File: src/rtl/fetch_ifid.sv
// -----------------------------------------------------------------------------
// fetch_ifid
//
// Instruction-fetch stage plus the IF/ID pipeline register.
//
// The block owns the fetch PC and runs a req/ack handshake with instruction
// memory, which may insert any number of wait states. A stall from the hazard
// unit freezes the IF/ID register. A word that arrives during a stall is parked
// in a one-entry skid buffer, and no new request is issued while that buffer is
// full. Taken branches redirect fetch. If a request is already in flight when
// the branch arrives, the block waits for it in S_DROP, throws its data away,
// and then jumps to the target.
//
// Ports
//   clk             in   clock, rising edge
//   rst             in   asynchronous active-high reset
//   StallIn         in   hold the IF/ID register
//   FlushIn         in   replace IF/ID with a bubble
//   BranchTakenIn   in   redirect fetch and bubble IF/ID
//   BranchTargetIn  in   [31:0] redirect address, bits [1:0] ignored
//   ImemReqOut      out  fetch request
//   ImemAddrOut     out  [31:0] fetch byte address
//   ImemAckIn       in   data valid for the current request (1-cycle pulse)
//   ImemDataIn      in   [31:0] instruction word, sampled with ImemAckIn
//   InsOut          out  [31:0] IF/ID instruction; opcode is InsOut[4:0]
//   PCOut           out  [31:0] IF/ID PC of InsOut
//   PCPlus4Out      out  [31:0] PCOut + 4 (mod 2^32)
//   ValidOut        out  InsOut holds a real instruction
// -----------------------------------------------------------------------------
module fetch_ifid #(
    parameter logic [31:0] RESET_PC = 32'h0000_0000,
    parameter logic [31:0] NOP_INS  = 32'h0000_0000
) (
    input  logic        clk,
    input  logic        rst,
    input  logic        StallIn,
    input  logic        FlushIn,
    input  logic        BranchTakenIn,
    input  logic [31:0] BranchTargetIn,
    output logic        ImemReqOut,
    output logic [31:0] ImemAddrOut,
    input  logic        ImemAckIn,
    input  logic [31:0] ImemDataIn,
    output logic [31:0] InsOut,
    output logic [31:0] PCOut,
    output logic [31:0] PCPlus4Out,
    output logic        ValidOut
);

    typedef enum logic {
        S_REQ  = 1'b0,
        S_DROP = 1'b1
    } state_t;

    // Fetch-side state
    state_t      state_q,       state_d;
    logic [31:0] fetch_pc_q,    fetch_pc_d;
    logic [31:0] redirect_pc_q, redirect_pc_d;
    logic        req_q,         req_d;

    // Skid buffer
    logic        skid_valid_q,  skid_valid_d;
    logic [31:0] skid_ins_q,    skid_ins_d;
    logic [31:0] skid_pc_q,     skid_pc_d;

    // IF/ID register
    logic [31:0] ins_q,         ins_d;
    logic [31:0] pc_q,          pc_d;
    logic [31:0] pc4_q,         pc4_d;
    logic        valid_q,       valid_d;

    logic        ack_s;
    logic        ack_req_s;
    logic [31:0] target_s;
    logic        unused_target_s;

    // An ack only counts while a request is actually on the bus. This is what
    // makes a late ack arriving just after reset harmless.
    assign ack_s     = ImemAckIn & req_q;
    // Only an ack taken in S_REQ carries a word that may be kept.
    assign ack_req_s = ack_s & (state_q == S_REQ);
    assign target_s  = {BranchTargetIn[31:2], 2'b00};
    assign unused_target_s = ^BranchTargetIn[1:0];

    // State register: every flop of the block, with asynchronous reset
    always_ff @(posedge clk or posedge rst) begin
        if (rst) begin
            state_q       <= S_REQ;
            fetch_pc_q    <= RESET_PC;
            redirect_pc_q <= RESET_PC;
            req_q         <= 1'b0;
            skid_valid_q  <= 1'b0;
            skid_ins_q    <= NOP_INS;
            skid_pc_q     <= 32'h0000_0000;
            ins_q         <= NOP_INS;
            pc_q          <= 32'h0000_0000;
            pc4_q         <= 32'h0000_0004;
            valid_q       <= 1'b0;
        end else begin
            state_q       <= state_d;
            fetch_pc_q    <= fetch_pc_d;
            redirect_pc_q <= redirect_pc_d;
            req_q         <= req_d;
            skid_valid_q  <= skid_valid_d;
            skid_ins_q    <= skid_ins_d;
            skid_pc_q     <= skid_pc_d;
            ins_q         <= ins_d;
            pc_q          <= pc_d;
            pc4_q         <= pc4_d;
            valid_q       <= valid_d;
        end
    end

    // Next-state logic. Priority is branch > flush > stall > normal.
    always_comb begin
        state_d       = state_q;
        fetch_pc_d    = fetch_pc_q;
        redirect_pc_d = redirect_pc_q;
        skid_valid_d  = skid_valid_q;
        skid_ins_d    = skid_ins_q;
        skid_pc_d     = skid_pc_q;
        ins_d         = ins_q;
        pc_d          = pc_q;
        pc4_d         = pc4_q;
        valid_d       = valid_q;

        if (BranchTakenIn) begin
            ins_d        = NOP_INS;
            valid_d      = 1'b0;
            skid_valid_d = 1'b0;
            // Jump now if the bus is idle or the in-flight request completes
            // this cycle. Otherwise the address must stay stable, so park the
            // target and drain the outstanding request in S_DROP.
            if (!req_q || ack_s) begin
                fetch_pc_d = target_s;
                state_d    = S_REQ;
            end else begin
                redirect_pc_d = target_s;
                state_d       = S_DROP;
            end
        end else begin
            // Fetch side. Stall and flush do not affect fetch progress.
            case (state_q)
                S_REQ: begin
                    if (ack_s) begin
                        fetch_pc_d = fetch_pc_q + 32'd4;
                    end else begin
                        fetch_pc_d = fetch_pc_q;
                    end
                end
                S_DROP: begin
                    if (ack_s) begin
                        fetch_pc_d = redirect_pc_q;
                        state_d    = S_REQ;
                    end else begin
                        state_d    = S_DROP;
                    end
                end
                default: begin
                    state_d = S_REQ;
                end
            endcase

            // IF/ID and skid side
            if (FlushIn) begin
                ins_d        = NOP_INS;
                valid_d      = 1'b0;
                skid_valid_d = 1'b0;
            end else if (StallIn) begin
                if (ack_req_s && !skid_valid_q) begin
                    skid_ins_d   = ImemDataIn;
                    skid_pc_d    = fetch_pc_q;
                    skid_valid_d = 1'b1;
                end else begin
                    skid_valid_d = skid_valid_q;
                end
            end else if (skid_valid_q) begin
                ins_d        = skid_ins_q;
                pc_d         = skid_pc_q;
                pc4_d        = skid_pc_q + 32'd4;
                valid_d      = 1'b1;
                skid_valid_d = 1'b0;
            end else if (ack_req_s) begin
                ins_d   = ImemDataIn;
                pc_d    = fetch_pc_q;
                pc4_d   = fetch_pc_q + 32'd4;
                valid_d = 1'b1;
            end else begin
                // Bubble: the PC fields keep their last value.
                ins_d   = NOP_INS;
                valid_d = 1'b0;
            end
        end
    end

    // Output logic. The request is registered from the next state so that it
    // is low during reset and first rises one cycle after reset is released.
    always_comb begin
        req_d = 1'b0;
        case (state_d)
            S_REQ:   req_d = !skid_valid_d;
            S_DROP:  req_d = 1'b1;
            default: req_d = 1'b0;
        endcase
    end

    assign ImemReqOut  = req_q;
    assign ImemAddrOut = fetch_pc_q;
    assign InsOut      = ins_q;
    assign PCOut       = pc_q;
    assign PCPlus4Out  = pc4_q;
    assign ValidOut    = valid_q;

endmodule

File: config.mk
export PLATFORM = sky130hd
export DESIGN_NAME = fetch_ifid
export DESIGN_NICKNAME = d
export VERILOG_FILES = /design/src/rtl/fetch_ifid.sv
export SDC_FILE = /design/constraint.sdc
export NUM_CORES = 1
export LEC_CHECK = 0
export CAP_MARGIN = 20
export CORE_UTILIZATION = 37
export CTS_CLUSTER_SIZE = 10
export DETAILED_ROUTE_END_ITERATION = 10
export PLACE_DENSITY_LB_ADDON = 0.25
export REMOVE_ABC_BUFFERS = 1
export SYNTH_ARGS = -nofsm -noshare
export SYNTH_HDL_FRONTEND = slang
export SYNTH_SLANG_ARGS = --single-unit
export TNS_END_PERCENT = 5
File: constraint.sdc
create_clock -name clk -period 7.91 [get_ports clk]
set_input_delay 1.582 -clock clk [delete_from_list [all_inputs] [get_ports clk]]
set_output_delay 1.582 -clock clk [all_outputs]
set_load 0.01 [all_outputs]
[Word-level counts from Yosys, hierarchy flattened]
Cells that the tools add are included.
Operators by class
  shift-type cells: 0
  divide/modulo/power cells: 0
  $lt $le $gt $ge: 0
  equality and inequality tests: 4
  muxes and demuxes: 28
  reduce and logical (&&, ||, !) cells: 10
  bitwise gates (word level): 8
  multiply operators: 0
  $add $sub $neg: 2
Operator list (count)
  two-way mux 32 bit: 13
  adder 32 x 3 -> 32 bit, second input constant: 2
  case mux 32 bit (2 select lines): 1
  two-way mux 1 bit: 13
  AND reduction 4 bit: 2
  inverter 1 bit: 6
  logical NOT 1 bit: 3
  inequality test 3 x 1 -> 1 bit, second input constant: 1
  inequality test 3 x 2 -> 1 bit, second input constant: 1
  inequality test 3 bit, second input constant: 1
  AND reduction 3 bit: 1
  bitwise AND 1 bit: 2
  inequality test 2 x 1 -> 1 bit, second input constant: 1
  case mux 1 bit (2 select lines): 1
  AND reduction 2 bit: 1
  nonzero test 2 bit: 1
  logical AND 1 bit: 1
  logical OR 1 bit: 1
Storage, ports and cells
  input port bits: 70
  memories kept: 0
  bits in writable memories: 0
  logic and storage cells: 63
  flip-flop bits (word level): 226
  memory bits (read-only): 0
  output and inout bits: 130
  latch bits: 0

[Longest topological paths before layout]
  word-level depth: 9
  mapped depth: 7

[Worst setup path after synthesis]
Ideal clock, no wire load.
  kind: input-to-reg
  from: input port BranchTakenIn
  to: register skid_ins_q[21]
  stages: 5
  path slack: 4.759 ns
  arrival: 3.026 ns
  path through: nor3b_1 > nand2_1 > clkbuf_1 > clkbuf_1 > mux2_2
On the way
  longest elaborated chain between the ends: 2
RTL lines
  start, declared: line 38  | input logic BranchTakenIn,
  inverter 1 bit (no line)
  AND reduction 4 bit (no line)
  end signal, assigned: line 105  | skid_ins_q <= skid_ins_d;
  end, declared: line 63  | logic [31:0] skid_ins_q, skid_ins_d;
No other way between the ends.
A chain may end at the register's enable or synchronous reset.

[Worst setup path in the final report]
  from: input port BranchTakenIn
  to: register fetch_pc_q[19] (netlist: ImemAddrOut[19])
On the way
  longest elaborated chain between the ends: 2
  elaborated cells on any way between the ends: 5
RTL lines
  inequality test 3 bit (no line) (tied with other cells)
  AND reduction 3 bit (no line)
  end signal, assigned: line 101  | fetch_pc_q <= fetch_pc_d;
  end, declared: line 57  | logic [31:0] fetch_pc_q, fetch_pc_d;
Parallel ways exist; a longest one is shown, timed or not.

==> parameters.txt <==
Parameter                              Value

Run status
  Result of the run    completed

Worst hold path
  Worst hold stages    2
  Critical hold path startpoint    PCPlus4Out[2]
  Destination of the worst hold path    PCPlus4Out[2]
  Class of the tightest hold or removal check    flop to flop

Worst setup path
  Origin of the critical flop-to-flop path    ImemAddrOut[2]
  Worst-path maximum fanout    41
  Critical path endpoint category    flop
  Terminus of the critical flop-to-flop path    ImemAddrOut[22]
  Endpoint required time on the critical path    between 8 and 9 ns
  Startpoint Class    input pin
  Length in cells of the worst reg-to-reg path    6
  Category of the critical setup timing path    input pin to flop
  Data arrival time of the worst path    3.93 ns
  R2r setup slk    4.85 ns

Timing
  Setup-failing EPs final    0
  Min Clock Period, post-route    3.53 ns
  Fmax    283 MHz
  Final setup margin    4.38 ns
  Number of max-slew violations in the final report    0
  Total negative slack for setup checks    0 ns
  Final worst clock skew    between 0.015 and 0.02 ns
  Endpoints failing hold    0
  Least-Margin Pin Slew    about 1 ns
  Unrepaired setup endpoints after global routing    false
  Final worst path period share    approximately 45%
  Worst rel slew slack    33.1%

Floorplanning
  Die ar.    approximately 0.029 mm²
  Row count    61
  Ports    200
  Core footprint    between 0.02 and 0.03 mm²
  DIE WIDTH    about 170 µm
  Initial Util    37.7%
  Die Span Y    between 150 and 200 µm

Drt
  Starting DRC count in detailed routing    606
  Via count of the routed design    between 8,000 and 9,000
  Detail Route Antenna Nets    0
  1st-pass router iterations    7
  Residual DRC count    0
  Average wire per standard cell    19.2 µm
  Total length of routed wires    30,200 µm
  Ratio of routed vias to standard cells    around 5.4

Run
  Number of violations of the max-capacitance limit    0

Synthesis
  Main flop type after synthesis    sky130_fd_sc_hd__dfrtp_1
  Number of instances in the synthesized netlist    1,022
  Number of enable-type register cells in the synthesized netlist    0
  Share of flip-flops with an asynchronous set or reset    100%
  Number of synthesis warnings    0
  Number of different library cells in the post-synthesis netlist    53
  Post-synthesis instance area    0.0105 mm²
  Mean post-synth cell area    10.3 µm²
  Post-synthesis sequential area ratio    51.8%
  Total of flip-flops plus latches after synthesis    218

Layout
  Share of layout cells above drive strength 1    between 10% and 20%
  Total Nets Final    1,251
  Number of inserted diodes    0
  Area growth syn-to-layout    28.8%
  Area of the multi-input gates    between 0.004 and 0.005 mm²
  Filler cell count in the final layout    around 2,600
  Register area    0.00546 mm²

CTS
  Clock-pin slew reported for the worst setup and hold paths after clock tree synthesis    roughly 0.060 ns
  Clock latency on the worst-skew pair    0.53 ns
  Post-CTS sizing    0
  Number of buffers created by CTS    26
  Clock buffer depth    3
  Setup Fix Bufs, Post-CTS    0
  CTS Hold Buffers Added    0
  CTS tree    yes
  Depth of the CTS H-tree    1
  Clock sink count    218
  Cell at the root of the clock tree    sky130_fd_sc_hd__clkbuf_16

Placement
  HPWL after detailed placement    19,400 µm
  RePlAce Congestion    0.774
  Port Buffers    191
  Minimum setup slack after placement    3.59 ns

GRT
  Vias in the first global route    8,225
  Pin count of the biggest net entering global routing    between 100 and 150
  Global router's overall resource usage    20.6%
  Wire length of the first global-routing pass    47,100 µm
  Total overflow reported by the global router    0
  Initial antenna violation count    0

Power and ir drop
  Power density over the cells    between 200 and 300 mW/mm²
  Leakage power    roughly 5.6 nW
  Max IR drop VDD    0.178 mV
==> worst max-delay path, cell delays in order <==
cell,delay [ns]
sky130_fd_sc_hd__clkdlybuf4s50_1,0.45
sky130_fd_sc_hd__buf_4,0.41
sky130_fd_sc_hd__inv_1,0.43
sky130_fd_sc_hd__nand3_1,0.37
sky130_fd_sc_hd__nor2_1,0.17
sky130_fd_sc_hd__a21o_1,0.21
sky130_fd_sc_hd__a221o_1,0.28
==> layer usage <==
metal | GRT usage [%] | wire length [µm]
met1 | 29.5 | 14200
met2 | 31.7 | 13400
met3 | 3.79 | 1870
met4 | 5.55 | 716
met5 | 0 | 0
==> area by class of cell <==
cell class | instances | share of cell area, %
clock buffer | 44 | 5.74
tap | 378 | 3.48
multi-input combinational | 714 | 35.0
sequential | 218 | 40.2
inverter | 11 | 0.359
timing repair buffer | 208 | 15.2
==> logic make-up after synthesis <==
kind of cell | after synthesis | synth area share [%]
AO/OA/AOI/OAI | 229 | 13.0
XOR/XNOR | 48 | 3.99
adder cells (fa/ha/maj) | 2 | 0.237
buffers and inverters | 95 | 3.69
flip-flops | 218 | 51.8
multiplexers | 139 | 14.3
other | 1 | 0.0356
AND/OR/NAND/NOR | 290 | 13.1
==> synthesized netlist by cell type (5+ instances only) <==
library cell | number | share of area, %
sky130_fd_sc_hd__clkbuf_1 | 65 | 2.3
sky130_fd_sc_hd__o21ai_0 | 124 | 5.9
sky130_fd_sc_hd__buf_2 | 5 | 0.24
sky130_fd_sc_hd__buf_1 | 5 | 0.18
sky130_fd_sc_hd__and3_1 | 19 | 1.1
sky130_fd_sc_hd__o221ai_1 | 8 | 0.66
sky130_fd_sc_hd__xnor2_1 | 16 | 1.3
sky130_fd_sc_hd__o211ai_1 | 7 | 0.50
sky130_fd_sc_hd__a21oi_1 | 28 | 1.3
sky130_fd_sc_hd__dfrtp_1 | 217 | 52
sky130_fd_sc_hd__inv_1 | 11 | 0.39
sky130_fd_sc_hd__a221o_1 | 7 | 0.66
sky130_fd_sc_hd__nor4_1 | 8 | 0.47
sky130_fd_sc_hd__nor3_1 | 17 | 0.81
sky130_fd_sc_hd__a22oi_1 | 33 | 2.3
sky130_fd_sc_hd__mux2i_1 | 50 | 4.7
sky130_fd_sc_hd__nand4_1 | 22 | 1.3
sky130_fd_sc_hd__nor2_1 | 34 | 1.2
sky130_fd_sc_hd__nand2_1 | 138 | 4.9
sky130_fd_sc_hd__nand3_1 | 26 | 1.2
sky130_fd_sc_hd__buf_4 | 6 | 0.43
sky130_fd_sc_hd__xor2_1 | 32 | 2.7
sky130_fd_sc_hd__a31oi_1 | 6 | 0.36
sky130_fd_sc_hd__mux2_2 | 89 | 9.5
==> state kept, by name, indices dropped and copies added, names as in the netlist, 30 cells and up <==
register and flops:
redirect_pc_q 30, skid_pc_q 30, PCOut 30, skid_ins_q 32
PCPlus4Out 30, ImemAddrOut 30, InsOut 32
==> where the power goes <==
group | total, W | switching (W) | internal, W
Combinational | 0.000783 | 0.000348 | 0.000434
Sequential | 0.00158 | 0.000234 | 0.00135
Clock | 0.00112 | 0.000455 | 0.000660
==> worst max-delay path by stage <==
stage	start	endpoint	slack (ns)	cells past startpoint
3_5_place_dp	BranchTakenIn	ImemAddrOut[15]	3.59	7
5_1_grt	BranchTakenIn	ImemAddrOut[19]	4.26	7
4_1_cts	BranchTakenIn	ImemAddrOut[11]	4.14	7
3_3_place_gp	BranchTakenIn	ImemAddrOut[15]	3.58	7
6_report	BranchTakenIn	ImemAddrOut[19]	4.38	7
2_1_floorplan	rst	ImemAddrOut[10]	0.37	1
==> stage by stage <==
stage / std cells / instance area (µm²) / utilization, % / power [W] / hold WS (ns)
3_5_place_dp: 1527 / 12800 / 45.7 / 0.00238 / 0.452
4_1_cts: 1571 / 13500 / 48.5 / 0.00351 / 0.461
5_1_grt: 1573 / 13600 / 48.6 / 0.00365 / 0.484
6_report: 1573 / 13600 / 48.6 / 0.00348 / 0.461
2_1_floorplan: 943 / 10200 / - / 0.00194 / 0.464
3_3_place_gp: 1527 / 12800 / 45.7 / 0.00236 / 0.447
==> cells in the final DEF (no fill, tap or decap), drive strengths merged, types with 2 or more instances in the layout <==
| master | count |
|---|---|
| buf | 17 |
| clkbuf | 44 |
| inv | 11 |
| a21o | 2 |
| and4 | 4 |
| xor2 | 32 |
| and3 | 19 |
| o211ai | 7 |
| a221o | 8 |
| nand4 | 23 |
| mux2i | 50 |
| o21ai | 125 |
| a21oi | 28 |
| a31oi | 6 |
| nand2b | 4 |
| nand3 | 26 |
| dfrtp | 217 |
| nand2 | 138 |
| clkdlybuf4s50 | 191 |
| or4 | 3 |
| nor4 | 9 |
| nor3 | 17 |
| o21a | 2 |
| nor2 | 34 |
| conb | 6 |
| o31ai | 2 |
| a211o | 2 |
| ha | 2 |
| xnor2 | 16 |
| mux2 | 89 |
| o221ai | 8 |
| a22oi | 33 |
| or3 | 4 |
| and2 | 4 |
(Power assumes the default switching activity.)
